File: config.mk
export PLATFORM = sky130hd
export DESIGN_NAME = pdm_transmitter
export DESIGN_NICKNAME = d
export VERILOG_FILES = /design/src/rtl/pdm_pkg.sv /design/src/rtl/pdm_sigma_delta.sv /design/src/rtl/pdm_transmitter.sv
export SDC_FILE = /design/constraint.sdc
export NUM_CORES = 1
export LEC_CHECK = 0
export CAP_MARGIN = 20
export CORE_MARGIN = 1
export CORE_UTILIZATION = 45
export DETAILED_ROUTE_END_ITERATION = 10
export PLACE_DENSITY = 0.62
export SYNTH_ARGS = -nofsm -noshare
export SYNTH_HDL_FRONTEND = slang
export SYNTH_SLANG_ARGS = --single-unit
File: constraint.sdc
create_clock -name clk -period 4.7 [get_ports clk]
set_input_delay 0.94 -clock clk [delete_from_list [all_inputs] [get_ports clk]]
set_output_delay 0.94 -clock clk [all_outputs]
set_load 0.02 [all_outputs]
File: src/rtl/pdm_pkg.sv
// Shared PDM definitions: default timing, data widths and control state
// encoding. The PDM microphone receiver uses this package as well.
package pdm_pkg;

  localparam int CLK_DIV_DEF = 25;  // clk cycles per m_clk half-period
  localparam int OSR_DEF     = 64;  // PDM bits per PCM sample
  localparam int SAMPLE_W    = 8;   // PCM sample width
  localparam int ACC_W       = 8;   // sigma-delta accumulator width

  typedef enum logic {
    IDLE = 1'b0,
    RUN  = 1'b1
  } pdm_state_t;

  // Counter width able to hold 0..n-1 (at least one bit).
  function automatic int cnt_w(input int n);
    return (n > 1) ? $clog2(n) : 1;
  endfunction

endpackage

File: src/rtl/pdm_sigma_delta.sv
// First-order sigma-delta core. The carry of acc + sample is the next PDM
// bit; the low bits are kept as the running error, advanced once per bit event.
module pdm_sigma_delta
  import pdm_pkg::*;
(
  input  logic             clk,
  input  logic             rst,
  input  logic             clr,
  input  logic             adv,
  input  logic [ACC_W-1:0] sample,
  output logic             carry
);

  logic [ACC_W-1:0] acc;
  logic [ACC_W:0]   sum;

  assign sum   = {1'b0, acc} + {1'b0, sample};
  assign carry = sum[ACC_W];

  // Error accumulator: flushed on reset/stop, never at sample boundaries.
  always_ff @(posedge clk) begin
    if (rst || clr)
      acc <= '0;
    else if (adv)
      acc <= sum[ACC_W-1:0];
  end

endmodule

File: src/rtl/pdm_transmitter.sv
// PCM to PDM transmitter: divides clk down to m_clk, emits one modulator bit
// per m_clk falling edge and swaps in a buffered sample every OSR bits.
module pdm_transmitter
  import pdm_pkg::*;
#(
  parameter int CLK_DIV = CLK_DIV_DEF,
  parameter int OSR     = OSR_DEF
) (
  input  logic                clk,
  input  logic                rst,
  input  logic                en,
  input  logic [SAMPLE_W-1:0] s_data,
  input  logic                s_valid,
  output logic                s_ready,
  output logic                m_clk,
  output logic                M_DATA,
  output logic                underflow
);

  localparam int DIV_W = cnt_w(CLK_DIV);
  localparam int BIT_W = cnt_w(OSR);
  localparam logic [DIV_W-1:0] DIV_LAST = DIV_W'(CLK_DIV - 1);
  localparam logic [BIT_W-1:0] BIT_LAST = BIT_W'(OSR - 1);

  pdm_state_t          state;
  logic [DIV_W-1:0]    div_cnt;
  logic [BIT_W-1:0]    bit_cnt;
  logic [SAMPLE_W-1:0] cur;
  logic [SAMPLE_W-1:0] nxt;
  logic                nxt_valid;
  logic                running;
  logic                wrap;
  logic                bit_ev;
  logic                boundary;
  logic                hs;
  logic                sd_clr;
  logic                sd_carry;

  // One-entry skid: the source may refill nxt whenever it is empty.
  assign s_ready  = !nxt_valid;
  assign hs       = s_valid && s_ready;
  assign running  = (state == RUN) && en;
  assign wrap     = running && (div_cnt == DIV_LAST);
  // A bit event is the wrap that takes m_clk low, so M_DATA settles half a
  // period before the receiver samples it on the rising edge.
  assign bit_ev   = wrap && m_clk;
  assign boundary = bit_ev && (bit_cnt == BIT_LAST);
  assign sd_clr   = !en;

  pdm_sigma_delta u_sd (
    .clk    (clk),
    .rst    (rst),
    .clr    (sd_clr),
    .adv    (bit_ev),
    .sample (cur),
    .carry  (sd_carry)
  );

  // Control FSM: divider, bit counter, current sample and registered outputs.
  always_ff @(posedge clk) begin
    if (rst) begin
      state     <= IDLE;
      div_cnt   <= '0;
      bit_cnt   <= '0;
      cur       <= '0;
      m_clk     <= 1'b0;
      M_DATA    <= 1'b0;
      underflow <= 1'b0;
    end else if (!en) begin
      state     <= IDLE;
      div_cnt   <= '0;
      bit_cnt   <= '0;
      cur       <= '0;
      m_clk     <= 1'b0;
      M_DATA    <= 1'b0;
      underflow <= 1'b0;
    end else if (state == IDLE) begin
      // Counters are already zero here; this cycle only arms the divider.
      state     <= RUN;
      underflow <= 1'b0;
    end else begin
      underflow <= boundary && !nxt_valid;
      if (wrap) begin
        div_cnt <= '0;
        m_clk   <= !m_clk;
      end else begin
        div_cnt <= div_cnt + 1'b1;
      end
      if (bit_ev) begin
        M_DATA  <= sd_carry;
        bit_cnt <= (bit_cnt == BIT_LAST) ? '0 : bit_cnt + 1'b1;
      end
      // On underflow cur is simply held, repeating the last density.
      if (boundary && nxt_valid)
        cur <= nxt;
    end
  end

  // Input buffer: survives en=0, drained only at a boundary, lost on reset.
  always_ff @(posedge clk) begin
    if (rst) begin
      nxt       <= '0;
      nxt_valid <= 1'b0;
    end else if (boundary && nxt_valid) begin
      nxt_valid <= 1'b0;
    end else if (hs) begin
      nxt       <= s_data;
      nxt_valid <= 1'b1;
    end
  end

endmodule

==> impl_metrics.json <==
{
  "drt_iter0_drc": 64,
  "path_class": "in2reg",
  "num_vias": 1555,
  "synth_seq_area_share": 0.4103,
  "pwr_density_cell_nw_per_um2": 304.7,
  "drt_wl_total_mm": 3.817,
  "fin_nets": 254,
  "dr.pass1.iters": 4,
  "clkLatencyLatePin_ns": 0.28,
  "io_pins": 16,
  "drc": 0,
  "finClkSkew_ns": 0.003572,
  "stdcell_count": 281,
  "final_common_cell": "dfxtp_1",
  "grt_pass1_wl_mm": 6.575,
  "timing.final.crit_share": 0.6062,
  "final-hold-violation-count": 0,
  "die_area_sq_um": 4605,
  "synth_top_flop_cell": "dfxtp_1",
  "syn_inst": 218,
  "gp_congestion": 0.7824,
  "worst-path-max-fanout": 26,
  "synth_edf_count": 0,
  "p_leak_uw": 0.0008282,
  "rsz0062_at_grt": "no",
  "syn_to_final_growth_pct": 15.06,
  "slowest_stage": "clkdlybuf4s50_1",
  "r2r-end": "u_sd.acc[6]",
  "antenna_cells": 0,
  "htreeDepth": 2,
  "avgRoutedWirePerCell_microns": 13.58,
  "status": "finished, final reports clean",
  "grt_antenna_before_repair": 0,
  "cp.depth": 7,
  "clk_pin_slew_ns": 0.07,
  "grt.overflow.total": 0,
  "fin_util": 0.5496,
  "cp.required_ns": 4.93,
  "crit_path_max_incr_delay_ns": 0.59,
  "cts_tree": "done",
  "clock.fmax_mhz": 351.0,
  "start_kind": "input port",
  "ff2ff_setup_slack_ns": 2.65,
  "root_buffer": "clkbuf_8",
  "cts_buffer_depth": 2,
  "final_cell_mix": "dfxtp_1 (40), nand2_1 (29), nor2_1 (18), mux2i_1 (17), clkdlybuf4s50_1 (15)",
  "period_minus_slack_ns": 2.849,
  "cp-end-kind": "register",
  "place_inst": 273,
  "cp_num_buf_inv": 3,
  "async_flop_share": 0,
  "drive_gt1_frac": 0.05195,
  "grt_pass1_vias": 1455,
  "track_usage": 0.1919,
  "cts.sinks": 40,
  "fp.coreArea_sq_um": 4086,
  "netlist_area_sq_um": 1952,
  "ys_ff_latch": 40,
  "max-slew-margin-rel": 0.4215,
  "startpoint": "rst",
  "post_cts_buffers": 0,
  "crit_chain": "clkdlybuf4s50_1 > nand2b_1 > clkinv_1 > buf_4 > nand2_1 > or4_1 > nand3_1",
  "synth_nets": 242,
  "r2r_start": "cur[0]",
  "syn_avg_cell_area_sq_um": 8.954,
  "start_util": 0.4776,
  "ctsHoldBuffers": 0,
  "crit_family": "simple AND/OR/NAND/NOR gates",
  "die_h_microns": 67.86,
  "finalSetupTns_ns": 0,
  "hp-class": "reg2reg",
  "yosysWarnings": 0,
  "place_ws_ns": 1.546,
  "finalWorstSetupSlack_ns": 1.851,
  "cts_buffers": 5,
  "worst-r2r-cell-count": 6,
  "cp.arrival_ns": 3.08,
  "grt_max_degree": 27,
  "die_x_microns": 67.86,
  "port_buffers": 15,
  "finalSetupViolCount": 0,
  "cts.repair.resized": 0,
  "dp_hpwl_mm": 2.718,
  "maxCapViolCount": 0,
  "report.final.slew_viol_count": 0,
  "synth_cell_types": 39,
  "via_per_inst": 5.534,
  "vdd_drop_max_mv": 0.1953,
  "power_uw": 684.2,
  "fillers": 374,
  "worst_pin_slew_ns": 0.8659,
  "ant_nets": 0,
  "crit_path_end": "u_sd.acc[7]",
  "rows": 23
}
-- tightest hold or removal path, delay by kind of cell (launching register included) --
kind | cells | cell delay (ns)
flops | 1 | 0.32
simple gates | 1 | 0.05
mux | 1 | 0.05
-- worst min-delay path by stage --
stage,startpoint,endpoint,cells after the start
finish,nxt[5],cur[5],2
global route,nxt[7],cur[7],2
CTS,nxt[5],cur[5],2
detailed placement,nxt[5],cur[5],2
global placement,nxt[7],cur[7],2
floorplan,u_sd.acc[3],u_sd.acc[3],2
-- registers in the layout, summed over array words and instances (netlist names) --
register / count
state: 1
nxt: 8
m_clk: 1
cur: 8
nxt_valid: 1
underflow: 1
M_DATA: 1
bit_cnt: 6
u_sd.acc: 8
div_cnt: 5
-- metrics by stage --
| stage | hold slack (ns) | instance area [sq um] |
|---|---|---|
| after floorplan | 0.4356 | 1952 |
| after global placement | 0.4447 | 2120 |
| after detailed placement | 0.4578 | 2120 |
| after CTS | 0.4696 | 2246 |
| after global routing | 0.4847 | 2246 |
| final | 0.4634 | 2246 |
-- metal layers --
layer / vias to the layer above / part of all wire / track usage
li1: 793 / - / -
met5: - / 0 / 0
met3: 4 / 0.023 / 0.05167
met1: 736 / 0.49 / 0.2428
met2: 22 / 0.48 / 0.3168
met4: 0 / 0.010 / 0.05990
-- synthesized netlist by cell type (all sizes together) (2+ instances only) --
master | instances | area share
nand4 | 7 | 0.022
or3 | 2 | 0.0064
clkbuf | 3 | 0.0058
xnor2 | 3 | 0.013
nor3 | 6 | 0.015
o21ai | 7 | 0.018
nor2 | 18 | 0.035
mux2i | 17 | 0.087
nand2b | 3 | 0.0096
nand3 | 10 | 0.032
buf | 9 | 0.025
nor2b | 2 | 0.0064
and4 | 3 | 0.013
inv | 4 | 0.0077
nand2 | 29 | 0.056
a211oi | 4 | 0.015
a21o | 2 | 0.0077
ha | 11 | 0.071
xor2 | 5 | 0.022
a2111o | 2 | 0.012
dfxtp | 40 | 0.41
a21oi | 12 | 0.031
and2 | 4 | 0.013
and3 | 3 | 0.0096
-- cell families (layout without fill, tap and decap cells) --
family,count (synthesis),count (layout),share of synthesized area
AOI/OAI and AO/OA,34,34,0.1115
xor gates and xnor gates,8,8,0.03590
and+or+nand+nor,90,90,0.2340
DFF,40,40,0.4103
muxes,17,17,0.08718
buffers and inverters,17,30,0.04038
adders and majority gates,12,12,0.08077
-- final cells by class --
| cell class | instances | area [sq um] | area share |
|---|---|---|---|
| Clock inverter | 1 | 30.03 | 0.01337 |
| Inverter | 5 | 18.77 | 0.008357 |
| Timing Repair Buffer | 17 | 165.2 | 0.07354 |
| Clock buffer | 7 | 96.34 | 0.04290 |
| Multi-Input combinational cell | 161 | 1072 | 0.4774 |
| Tap cell | 50 | 62.56 | 0.02786 |
| Sequential cell | 40 | 800.8 | 0.3565 |
-- where the power goes --
part / leakage, uW / switching, uW / internal, uW
sequential: 0.000324 / 3.90 / 344
clock: 0.0000645 / 114 / 187
combinational: 0.000440 / 17.7 / 17.2
total: 0.000828 / 136 / 549
Note: power is estimated with default switching activity, not from simulation.
